$ cat src/rtl/traffic_pkg.sv
// traffic_pkg: shared lane geometry and lane index constants
// for the intersection traffic model.
package traffic_pkg;
    localparam int NUM_LANES  = 8;
    localparam int LANE_DEPTH = 8;

    localparam int LANE_W1 = 7;
    localparam int LANE_W2 = 6;
    localparam int LANE_S1 = 5;
    localparam int LANE_S2 = 4;
    localparam int LANE_E1 = 3;
    localparam int LANE_E2 = 2;
    localparam int LANE_N1 = 1;
    localparam int LANE_N2 = 0;

    typedef logic [LANE_DEPTH-1:0] lane_t;
endpackage

$ cat src/rtl/lane_queue.sv
// lane_queue: one lane bitmap; slot 0 is the stop line, MSB the tail.
// Exposes per-slot move mask so the top can follow the emergency car.
module lane_queue
    import traffic_pkg::*;
(
    input  logic  clk,
    input  logic  rst,
    input  logic  load,
    input  lane_t loadVal,
    input  logic  tick,
    input  logic  green,
    input  logic  arrive,
    output lane_t slots,
    output lane_t moved,
    output logic  departs,
    output logic  tailFree,
    output logic  ovf
);
    lane_t afterDep;
    lane_t postTick;
    lane_t nextSlots;

    always_comb begin
        departs = tick && green && slots[0];
        afterDep = slots;
        afterDep[0] = slots[0] && !departs;
        moved = '0;
        // each car looks only at the slot ahead as it stood after departure
        for (int j = 1; j < LANE_DEPTH; j++) begin
            moved[j] = tick && slots[j] && !afterDep[j-1];
        end
        postTick = (afterDep & ~moved) | (moved >> 1);
        tailFree = !postTick[LANE_DEPTH-1];
        nextSlots = postTick;
        nextSlots[LANE_DEPTH-1] = postTick[LANE_DEPTH-1] || arrive;
    end

    always_ff @(posedge clk or posedge rst) begin
        if (rst) begin
            slots <= '0;
            ovf   <= 1'b0;
        end else if (load) begin
            slots <= loadVal;
            ovf   <= 1'b0;
        end else begin
            slots <= nextSlots;
            if (arrive && !tailFree) begin
                ovf <= 1'b1;
            end
        end
    end
endmodule

$ cat config.mk
export PLATFORM = sky130hd
export DESIGN_NAME = lane_queue
export DESIGN_NICKNAME = d
export VERILOG_FILES = /design/src/rtl/traffic_pkg.sv /design/src/rtl/lane_queue.sv
export SDC_FILE = /design/constraint.sdc
export NUM_CORES = 1
export LEC_CHECK = 0
export BUFFER_PORTS_ARGS = -buffer_cell sky130_fd_sc_hd__buf_2
export CORE_AREA = 2 2 39 41
export CTS_BUF_LIST = sky130_fd_sc_hd__clkbuf_8 sky130_fd_sc_hd__clkbuf_16
export DETAILED_ROUTE_END_ITERATION = 7
export DIE_AREA = 0 0 41 43
export PLACE_DENSITY = 0.74
export SYNTH_ARGS = -nofsm -noshare
export SYNTH_HDL_FRONTEND = slang
export SYNTH_SLANG_ARGS = --single-unit
$ cat constraint.sdc
create_clock -name clk -period 1.6 [get_ports clk]
set_clock_uncertainty 0.05 [all_clocks]
set_input_delay 0.16 -clock clk [delete_from_list [all_inputs] [get_ports clk]]
set_output_delay 0.16 -clock clk [all_outputs]
set_load 0.02 [all_outputs]
== Yosys cells after proc, flatten, opt, wreduce, memory -nomap -nowiden ==
Index checks and enable logic that the tools add are counted.
Word-level totals
  flip-flop bits (word level): 9
  input bits: 14
  output and inout port bits: 19
  logic and storage cells: 37
Cells by class
  mux-type cells: 3
  bitwise gates (word level): 3
  reductions and logical operators: 29
Operators with widths (number)
  $logic_and A1 B1 Y1: 18
  $logic_not A1 Y1: 9
  $and A8 B8 Y8: 1
  $mux W8: 1
  $not A8 Y8: 1
  $or A8 B7 Y8: 1
  $mux W1: 2
  $reduce_bool A2 Y1: 1
  $logic_or A1 B1 Y1: 1

== Longest topological paths before layout ==
Gate-level depths: netlist of the first run.
  depth in word-level cells: 12
  gate-level depth with buffers: 4
  gate-level depth less buffers: 3

== Worst setup path after synthesis of the first run ==
Ideal clock, no wire load.
  path kind: register to register
  from: register slots[1]
  to: register slots[1]
  data arrival time: 1.080 ns
  data required time: 1.411 ns
  path slack: 0.332 ns
  stages on the path, launching flop included: 4
  path buffers: 0
  period minus slack after synthesis: 1.268 ns
  cells stage by stage: dfrtp_1 -> nand2_1 -> a21oi_1 -> o31ai_2
Between the ends
  word-level cells in the longest chain between the ends: 6
Ends and longest elaborated chain
  from (decl): RTL line lane_queue.sv:13  | output lane_t slots,
  from (signal assigned): RTL line lane_queue.sv:43  | slots <= loadVal;
  from (signal assigned): RTL line lane_queue.sv:46  | slots <= nextSlots;
  $logic_and A1 B1 Y1 (2 in series): RTL line lane_queue.sv:30  | moved[j] = tick && slots[j] && !afterDep[j-1];
  via moved[1]: RTL line lane_queue.sv:14  | output lane_t moved,
  $not A8 Y8: RTL line lane_queue.sv:32  | postTick = (afterDep & ~moved) | (moved >> 1);
  $and A8 B8 Y8: RTL line lane_queue.sv:32
  $or A8 B7 Y8: RTL line lane_queue.sv:32
  $mux W8: RTL line lane_queue.sv:42  | end else if (load) begin
The timed path passes the listed nets, and every way through them passes these cells.
A chain may end at the register's enable or synchronous reset.

== Worst setup path in the final report of the first run ==
  from: register slots[1]
  to: output moved[1]
Between the ends
  word-level cells in the longest chain between the ends: 2
Ends and longest elaborated chain (RTL line)
  $logic_and A1 B1 Y1 (2 in series): lane_queue.sv:30
  to (decl): lane_queue.sv:14
Every way passes these cells.

==> flow_summary_export.csv, run 1 <==
group,metric,value,unit
global_route,antenna_found_initial,0,
sta,clock.fmax,0.774,GHz
place,dpl_cell_area,658,um2
synth,synth_common_cells,"nand2_1 (16), dfrtp_1 (9), a21oi_1 (8), o31ai_2 (6), nor2_1 (5)",
power_and_ir_drop,combPwrFrac,0.268,
sta,setup_tns,0,ps
synth,syn_area,514,um2
hold_path,hold_start,"loadVal[6]",
clock_network,cts_tree,"built",
final_layout,area_delta_synth_final,38.9,%
clock_network,clock_latency,230,ps
synth,synthMuxAreaShare,0,
final_layout,design_area,714,um2
detailed_routing,avgRoutedWirePerCell,9.68,um
worst_setup_path,crit_chain,"nand2_1, a21oi_1, buf_2",
sta,rsz0062_at_grt,"no",
power_and_ir_drop,p_sw_frac,0.329,
worst_setup_path,rr_worst_depth,3,
global_route,grtUsageTotal,0.117,
detailed_routing,ant_nets,0,
worst_setup_path,r2r_slack,590,ps
power_and_ir_drop,internal_power,0.496,mW
synth,synth_top_family_by_area,"compound AO/OA/AOI/OAI gates",
worst_setup_path,required,1390,ps
worst_setup_path,cpPeakStageDelay,370,ps
global_route,grt-ovfl-total,0,
clock_network,clock_path_buffers,2,
synth,async_reset_ff_frac,1.00,
worst_setup_path,r2r_end,"ovf$_DFFE_PP0P_",
detailed_routing,drt_wl_total,1050,um
power_and_ir_drop,p_clk_frac,0.353,
synth,synth.area.top_cells,"dfrtp_1 (44%), o31ai_2 (15%), nand2_1 (12%), a21oi_1 (7.8%), nor2_1 (3.6%)",
power_and_ir_drop,p_leak,0.391,nW
worst_setup_path,endpoint_kind,"output pin",
detailed_routing,route.detailed.drc,0,
place,gp_congestion,0.680,
worst_setup_path,worstPathArrival,1080,ps
synth,synth_xor_area_frac,0,
worst_setup_path,worstSetupStartpointType,"flip-flop",
clock_network,h-tree-depth,1,
hold_path,holdPathEnd,"slots[6]$_DFF_PP0_",
synth,yosys_register_bits,9,
synth,synth_simple_gate_area_share,0.202,
power_and_ir_drop,p_per_area,1030,nW/um2
synth,synth_top_area_cell,"dfrtp_1",
synth,synth_edf_count,0,
place,numPortBuffers,31,
power_and_ir_drop,switching_power,0.243,mW
power_and_ir_drop,seq_power_share,0.379,
final_layout,fin_nets,107,
sta,setup_viol,0,
flow_run,cap_violations,0,
worst_setup_path,worst-path-max-fanout,4,
synth,yosysWarnings,0,
hold_path,worstHoldPathCells,3,
place,dpl.hpwl,807,um
clock_network,root_buffer,"clkbuf_8",
synth,yosysUniqueCellTypes,17,
synth,yosysMostFrequentCell,"nand2_1",
final_layout,drive_gt1_frac,0.467,
sta,hold_viol,0,
die,pin_count,33,
sta,timing.hold.ws,88.2,ps
die,start_util,0.372,
detailed_routing,drt_iter0_markers,9,
hold_path,hp-class,"input pin to flip-flop",
clock_network,cts_buffers,3,
synth,syn-mean-instance-area,8.57,um2
sta,fin_crit_sh,0.808,
final_layout,antenna_cells,0,
synth,yosysSeqAreaShare,0.438,
synth,netlist_instances,60,
synth,synth_top_area_frac,0.438,
detailed_routing,first_pass_iters,4,
clock_network,cts_sinks,9,
power_and_ir_drop,vdd_drop_max,546,uV
detailed_routing,routed-via-count,498,
worst_setup_path,critical_path_class,"flip-flop to output pin",
clock_network,post_cts.repair.setup_buffers,0,
clock_network,cts.clk_slew.worst_paths,50,ps
die,rows,14,
die,fp.dieArea,1760,um2
worst_setup_path,cp_slowest_cell,"dfrtp_1",
synth,synth_compound_area_frac,0.270,
sta,period_minus_slack,1290,ps
global_route,first_global_vias,368,
status,outcome,"finished clean",
global_route,grt_start_max_net_pins,18,
die,core,1380,um2
synth,synthesis.nets,74,
synth,synthAdderAreaFrac,0,
detailed_routing,post_drt_via_cell_ratio,4.61,
worst_setup_path,reg2reg_from,"slots[6]$_DFF_PP0_",
die,die_w,41,um
global_route,grt_pass1_wl,1410,um
die,fp.dieH,43,um
synth,synth_ff_type,"dfrtp_1",
sta,timing.final.max_slew_violations,0,
==> power by group through the flow <==
| stage | combinational, mW | sequential [mW] | clock (mW) |
|---|---|---|---|
| final | 0.198 | 0.280 | 0.261 |
| after global routing | 0.217 | 0.284 | 0.272 |
| after CTS | 0.201 | 0.280 | 0.264 |
| after detailed placement | 0.199 | 0.284 | 0 |
| after global placement | 0.198 | 0.283 | 0 |
| after floorplan | 0.106 | 0.312 | 0 |
==> worst max-delay path, delay by kind of cell, from the launching register on <==
kind	cells	cell delay, ps
AO/OA/AOI/OAI	1	200
buffers and inverters	1	200
flip-flops	1	370
AND/OR/NAND/NOR	1	80
==> logic make-up after synthesis <==
family | count (synthesis)
flops | 9
simple gates | 25
buf+inv | 7
other cells | 1
compound gates | 18
==> layout by cell type, fill, tap and decap left out, drive strengths merged <==
cell / n
conb: 1
a21boi: 1
nand2b: 1
a31oi: 1
dfrtp: 9
a21oi: 8
inv: 3
nor2: 7
buf: 31
and3: 1
clkinv: 1
dlygate4sd3: 1
nand2: 16
o21ai: 2
o31ai: 6
clkbuf: 3
==> registers in the layout (all words and copies together), names as in the netlist <==
signal / count
ovf: 1
slots: 8
==> timing repair <==
action | 4_1_cts | 5_1_grt
endpoints found under the setup margin | 0 | 0
gates resized for setup | 0 | 0
hold buffers | 1 | 0
endpoints found under the hold margin | 9 | 0
==> worst max path at each step <==
stage | startpoint | to | slack [ps] | cells past startpoint
floorplan | slots[1]$_DFF_PP0_ | slots[1]$_DFF_PP0_ | 330 | 3
global placement | tick | moved[1] | 520 | 4
detailed placement | tick | moved[1] | 500 | 4
CTS | slots[1]$_DFF_PP0_ | moved[1] | 300 | 3
global route | slots[6]$_DFF_PP0_ | moved[7] | 220 | 3
finish | slots[1]$_DFF_PP0_ | moved[1] | 310 | 3
==> area by class of cell <==
cell class | instances | area (um2)
Fill cell | 135 | 669
Clock buffer | 3 | 41.3
Inverter | 3 | 11.3
Sequential cell | 9 | 225
Clock inverter | 1 | 5.00
Multi-Input combinational cell | 44 | 246
Timing Repair Buffer | 32 | 165
Tap cell | 16 | 20.0
==> stage by stage <==
step	setup slack [ps]	cells	total power, mW	util
global route	224	108	0.774	0.516
finish	308	108	0.739	0.516
CTS	301	108	0.746	0.516
floorplan	332	60	0.418	-
detailed placement	502	103	0.483	0.476
global placement	520	103	0.481	0.476
==> routing by layer <==
metal,vias up,track usage,wire (um)
met5,-,0,0
met4,0,0.0600,14
met3,2,0.0366,76
met2,20,0.178,482
met1,214,0.140,472
li1,262,-,-
Power figures use the tool's default switching activity.
==> inputs of run 2 (changes only) <==
- CORE_AREA: 2 2 39 41 -> unset
- CORE_UTILIZATION: unset -> 36
- DIE_AREA: 0 0 41 43 -> unset
- PLACE_DENSITY: 0.74 -> 0.73
- clock period: 1.6 -> 1.1 ns (I/O delays scaled with it)
==> run 2 against run 1 <==
Against the previous run: the run now ends with negative setup slack left; first-iteration DRC count shrank 89%; clock power grew 47%; global-route usage grew 6.5 points; via count grew 14%; critical path type unchanged.
==> flow_summary_export.csv, run 2 (synthesis results as in run 1) <==
group,metric,value,unit
final_layout,multi_input_area,304,um2
clock_network,clock_path_buffers,2,
worst_setup_path,worstPathArrival,1020,ps
final_layout,largest_register_ffs,8,
final_layout,area_delta_synth_final,82.5,%
die,pin_count,33,
place,gp_congestion,0.606,
sta,setup_viol,9,
sta,period_minus_slack,1180,ps
detailed_routing,drt_iter0_markers,1,
sta,fin_crit_sh,1.07,
final_layout,regMostFlops,"slots",
sta,rsz0062_at_grt,"yes",
final_layout,fin_nets,118,
status,failed_checks,"negative setup slack",
clock_network,cts_buffers,3,
final_layout,nFillCells,107,
global_route,first_global_vias,440,
final_layout,final_cell_mix,"buf_2 (18), nand2_1 (14), buf_6 (14)",
die,rows,13,
global_route,grt_start_max_net_pins,18,
clock_network,h-tree-depth,1,
die,start_util,0.390,
detailed_routing,drt_wl_total,1300,um
final_layout,antenna_cells,0,
power_and_ir_drop,p_per_area,1330,nW/um2
die,fp.dieH,39.8,um
detailed_routing,first_pass_iters,4,
final_layout,drive_gt1_frac,0.612,
global_route,grt_pass1_wl,1840,um
power_and_ir_drop,internal_power,0.835,mW
final_layout,top_regs,"slots: 8 flops, ovf: 1 flops",
die,fp.dieArea,1580,um2
flow_run,cap_violations,0,
power_and_ir_drop,total_power,1.25,mW
power_and_ir_drop,switching_power,0.411,mW
worst_setup_path,endpoint_kind,"output pin",
final_layout,regArea,225,um2
place,dpl_worst_slack,69.8,ps
worst_setup_path,critical_path_class,"flip-flop to output pin",
detailed_routing,routed-via-count,566,
detailed_routing,post_drt_via_cell_ratio,4.80,
worst_setup_path,worst-path-max-fanout,6,
power_and_ir_drop,seq_power_share,0.331,
clock_network,cts_sinks,9,
sta,timing.final.max_slew_violations,0,
sta,timing.hold.ws,44.9,ps
clock_network,clock_latency,230,ps
sta,hold_viol,0,
power_and_ir_drop,combPwrFrac,0.361,
detailed_routing,ant_nets,0,
die,die_w,39.8,um
clock_network,root_buffer,"clkbuf_8",
final_layout,final_common_cell,"buf_2",
hold_path,hp-class,"input pin to flip-flop",
final_layout,postLayoutCoreUtil,0.712,
global_route,grt-ovfl-total,0,
place,numPortBuffers,31,
power_and_ir_drop,vdd_drop_max,720,uV
clock_network,cts.clk_slew.worst_paths,50,ps
detailed_routing,route.detailed.drc,0,
worst_setup_path,required,940,ps
sta,worst_slack,-78.0,ps
global_route,antenna_found_initial,0,
clock_network,cts_tree,"built",
power_and_ir_drop,p_clk_frac,0.308,
global_route,grtUsageTotal,0.182,
die,core,1320,um2
power_and_ir_drop,p_leak,0.474,nW
worst_setup_path,worstSetupStartpointType,"flip-flop",
status,outcome,"complete, but fails checks",
sta,clock.fmax,0.849,GHz
detailed_routing,avgRoutedWirePerCell,11.0,um
power_and_ir_drop,p_sw_frac,0.330,
==> run 2: changes by cell type in the layout (fill, tap and decap cells not counted), moves of 2 or more <==
cell / delta
nor2_2: +2
buf_4: +10
nor2_1: -4
nand2_2: +2
nor2_4: +2
a21oi_1: -2
buf_2: -13
o31ai_4: +2
a21oi_2: +2
buf_6: +14
o31ai_2: -2
nand2_1: -2
==> run 2: area by class of cell <==
class / instances / area share
sequential: 9 / 0.240
tap: 15 / 0.0200
inverter: 3 / 0.0120
clock buffer: 3 / 0.0440
multi-input combinational: 44 / 0.324
timing repair buffer: 43 / 0.355
clock inverter: 1 / 0.00533
==> run 2: power groups by stage <==
stage,logic [mW],registers (mW),clock network [mW]
global route,0.486,0.419,0.415
floorplan,0.161,0.457,0
detailed placement,0.295,0.417,0
CTS,0.373,0.410,0.395
finish,0.450,0.412,0.384
global placement,0.291,0.415,0
==> run 2: through the flow <==
| stage | instance area (um2) | cells | TNS [ps] |
|---|---|---|---|
| 3_5_place_dp | 671 | 102 | 0 |
| 6_report | 938 | 118 | -462 |
| 4_1_cts | 838 | 115 | -505 |
| 5_1_grt | 938 | 118 | -1020 |
| 2_1_floorplan | 528 | 60 | -28.1 |
| 3_3_place_gp | 671 | 102 | 0 |
==> run 2: worst paths after layout <==
kind / start / end / slack, ps / cells past startpoint
min in group asynchronous: rst / slots[1]$_DFF_PP0_ / 350 / 3
max in group asynchronous: rst / slots[5]$_DFF_PP0_ / 380 / 3
worst max-delay path: slots[7]$_DFF_PP0_ / moved[7] / -80 / 3
worst max register to register: slots[6]$_DFF_PP0_ / ovf$_DFFE_PP0P_ / 20 / 4
worst min register to register: ovf$_DFFE_PP0P_ / ovf$_DFFE_PP0P_ / 430 / 2
worst min-delay path: loadVal[0] / slots[0]$_DFF_PP0_ / 40 / 3
==> run 2: layer usage <==
metal  vias to the layer above  GRT usage  part of all wire
li1                        286          -                 -
met4                         0      0.103            0.0077
met2                        20      0.291              0.49
met3                         2     0.0341             0.049
met1                       258      0.224              0.45
met5                         -          0                 0
==> run 2: worst max-delay path, stage by stage, from the launching register on <==
cell and delay, ps:
dfrtp_1 460, inv_1 100, nor2_4 110, buf_6 110
==> run 2: what timing repair did <==
| action | in CTS | in global routing |
|---|---|---|
| hold buffers | 1 | 0 |
| buffers inserted | 8 | 3 |
| pin swaps | 4 | 6 |
| resized for setup | 16 | 20 |
| endpoints found under the hold margin | 9 | 0 |
| endpoints found under the setup margin | 9 | 15 |
==> inputs of run 3 (changes only) <==
- GPL_TIMING_DRIVEN: unset -> 0
==> run 3 against run 2 <==
Against the previous run: the flow still finishes with violations (negative setup slack); combinational power up 13%; fmax down 0.97%; count of clock-buffer cells in the layout unchanged; sequential power up 3%; setup slack worse by 11 ps; die area unchanged; via count up 4.4%; first-iteration DRC count rose to 9.0 times the previous value; core utilization up 5.6 points; hold slack worse by 2.0 ps; power up 4.7%; design area up 7.9%; largest cell class unchanged.
==> flow_summary_export.csv, run 3 (synthesis results as in run 1) <==
group,metric,value,unit
power_and_ir_drop,total_power,1.30,mW
detailed_routing,ant_nets,0,
global_route,grt-ovfl-total,0,
final_layout,fin_nets,123,
place,dpl.hpwl,899,um
place,gp_congestion,0.651,
detailed_routing,avgRoutedWirePerCell,13.6,um
worst_setup_path,required,940,ps
final_layout,design_area,1010,um2
worst_setup_path,endpoint_kind,"output pin",
hold_path,hp-class,"input pin to flip-flop",
clock_network,h-tree-depth,1,
final_layout,area_delta_synth_final,96.8,%
sta,fin_crit_sh,1.08,
final_layout,drive_gt1_frac,0.722,
die,start_util,0.390,
sta,setup_tns,-500,ps
die,fp.dieH,39.8,um
clock_network,cts_sinks,9,
sta,hold_viol,0,
worst_setup_path,worst-path-max-fanout,3,
final_layout,postLayoutCoreUtil,0.768,
place,dpl_worst_slack,49.1,ps
worst_setup_path,worstSetupStartpointType,"flip-flop",
flow_run,cap_violations,0,
global_route,first_global_vias,511,
detailed_routing,drt_wl_total,1670,um
sta,worst_slack,-89.5,ps
detailed_routing,post_drt_via_cell_ratio,4.80,
clock_network,root_buffer,"clkbuf_8",
global_route,antenna_found_initial,0,
worst_setup_path,crit_chain,"nand2_2, a21oi_2, buf_4",
sta,period_minus_slack,1190,ps
final_layout,final_cell_mix,"buf_2 (19), buf_4 (14), buf_6 (14)",
die,fp.dieArea,1580,um2
global_route,grt_pass1_wl,2240,um
final_layout,top_regs,"slots: 8 flops, ovf: 1 flops",
sta,rsz0062_at_grt,"yes",
worst_setup_path,cp_slowest_cell,"dfrtp_1",
detailed_routing,drt_iter0_markers,9,
final_layout,regMostFlops,"slots",
die,die_w,39.8,um
final_layout,final_common_cell,"buf_2",
detailed_routing,route.detailed.drc,0,
place,numPortBuffers,30,
sta,clock.fmax,0.841,GHz
clock_network,clock_latency,230,ps
die,rows,13,
power_and_ir_drop,p_leak,0.499,nW
clock_network,cts.clk_slew.worst_paths,50,ps
clock_network,clock_path_buffers,2,
power_and_ir_drop,vdd_drop_max,1020,uV
sta,timing.final.max_slew_violations,0,
global_route,grtUsageTotal,0.216,
die,pin_count,33,
worst_setup_path,r2r_slack,0,ps
sta,setup_viol,12,
worst_setup_path,worstPathArrival,1030,ps
place,dpl_cell_area,697,um2
clock_network,cts_buffers,3,
final_layout,largest_register_ffs,8,
final_layout,antenna_cells,0,
die,core,1320,um2
worst_setup_path,cpPeakStageDelay,410,ps
worst_setup_path,rr_worst_depth,4,
worst_setup_path,critical_path_class,"flip-flop to output pin",
status,failed_checks,"negative setup slack",
detailed_routing,routed-via-count,591,
hold_path,worstHoldPathCells,3,
clock_network,cts_tree,"built",
detailed_routing,first_pass_iters,4,
power_and_ir_drop,p_per_area,1290,nW/um2
status,outcome,"complete, but fails checks",
global_route,grt_start_max_net_pins,11,
==> run 3: stage by stage <==
| step | std cells | hold WS (ps) |
|---|---|---|
| after global routing | 123 | 58.4 |
| final | 123 | 42.9 |
| after global placement | 105 | 37.7 |
| after detailed placement | 105 | 43.1 |
| after floorplan | 60 | -112 |
| after CTS | 121 | 43.7 |
==> run 3: timing repair <==
action | 4_1_cts | 5_1_grt
hold buffers | 1 | 0
buffers inserted | 11 | 2
pin swaps | 8 | 10
gates resized for setup | 21 | 25
hold endpoints to repair | 9 | 0
setup endpoints to repair | 9 | 16
==> run 3: worst paths after layout <==
path | endpoint | start
worst min register to register | ovf$_DFFE_PP0P_ | ovf$_DFFE_PP0P_
worst max register to register | slots[1]$_DFF_PP0_ | slots[2]$_DFF_PP0_
worst max-delay path | moved[1] | slots[1]$_DFF_PP0_
worst min-delay path | slots[5]$_DFF_PP0_ | loadVal[5]
min in group asynchronous | slots[2]$_DFF_PP0_ | rst
max in group asynchronous | slots[7]$_DFF_PP0_ | rst
==> run 3: routing by layer <==
metal / wire [um] / share of wire / global-route usage
met1: 698 / 0.42 / 0.266
met2: 888 / 0.53 / 0.361
met3: 73 / 0.044 / 0.0398
met4: 13 / 0.0078 / 0.0948
met5: 0 / 0 / 0
==> run 3: report_power, final <==
| part | switching, mW | internal [mW] |
|---|---|---|
| logic | 0.258 | 0.249 |
| clock network | 0.130 | 0.243 |
| registers | 0.0529 | 0.370 |
| total | 0.441 | 0.863 |
==> run 3: critical path: cells and delay by family (launching register included) <==
family	cells	cell delay [ps]
simple gates	1	90
buf+inv	1	160
flops	1	410
compound gates	1	150
==> run 3: cell type report <==
class | instances | area [um2]
buffer | 4 | 31.3
clock buffer | 3 | 41.3
clock inverter | 1 | 3.75
fill | 96 | 305
inverter | 3 | 11.3
multi-input combinational | 44 | 340
sequential | 9 | 229
tap | 15 | 18.8
timing repair buffer | 44 | 337
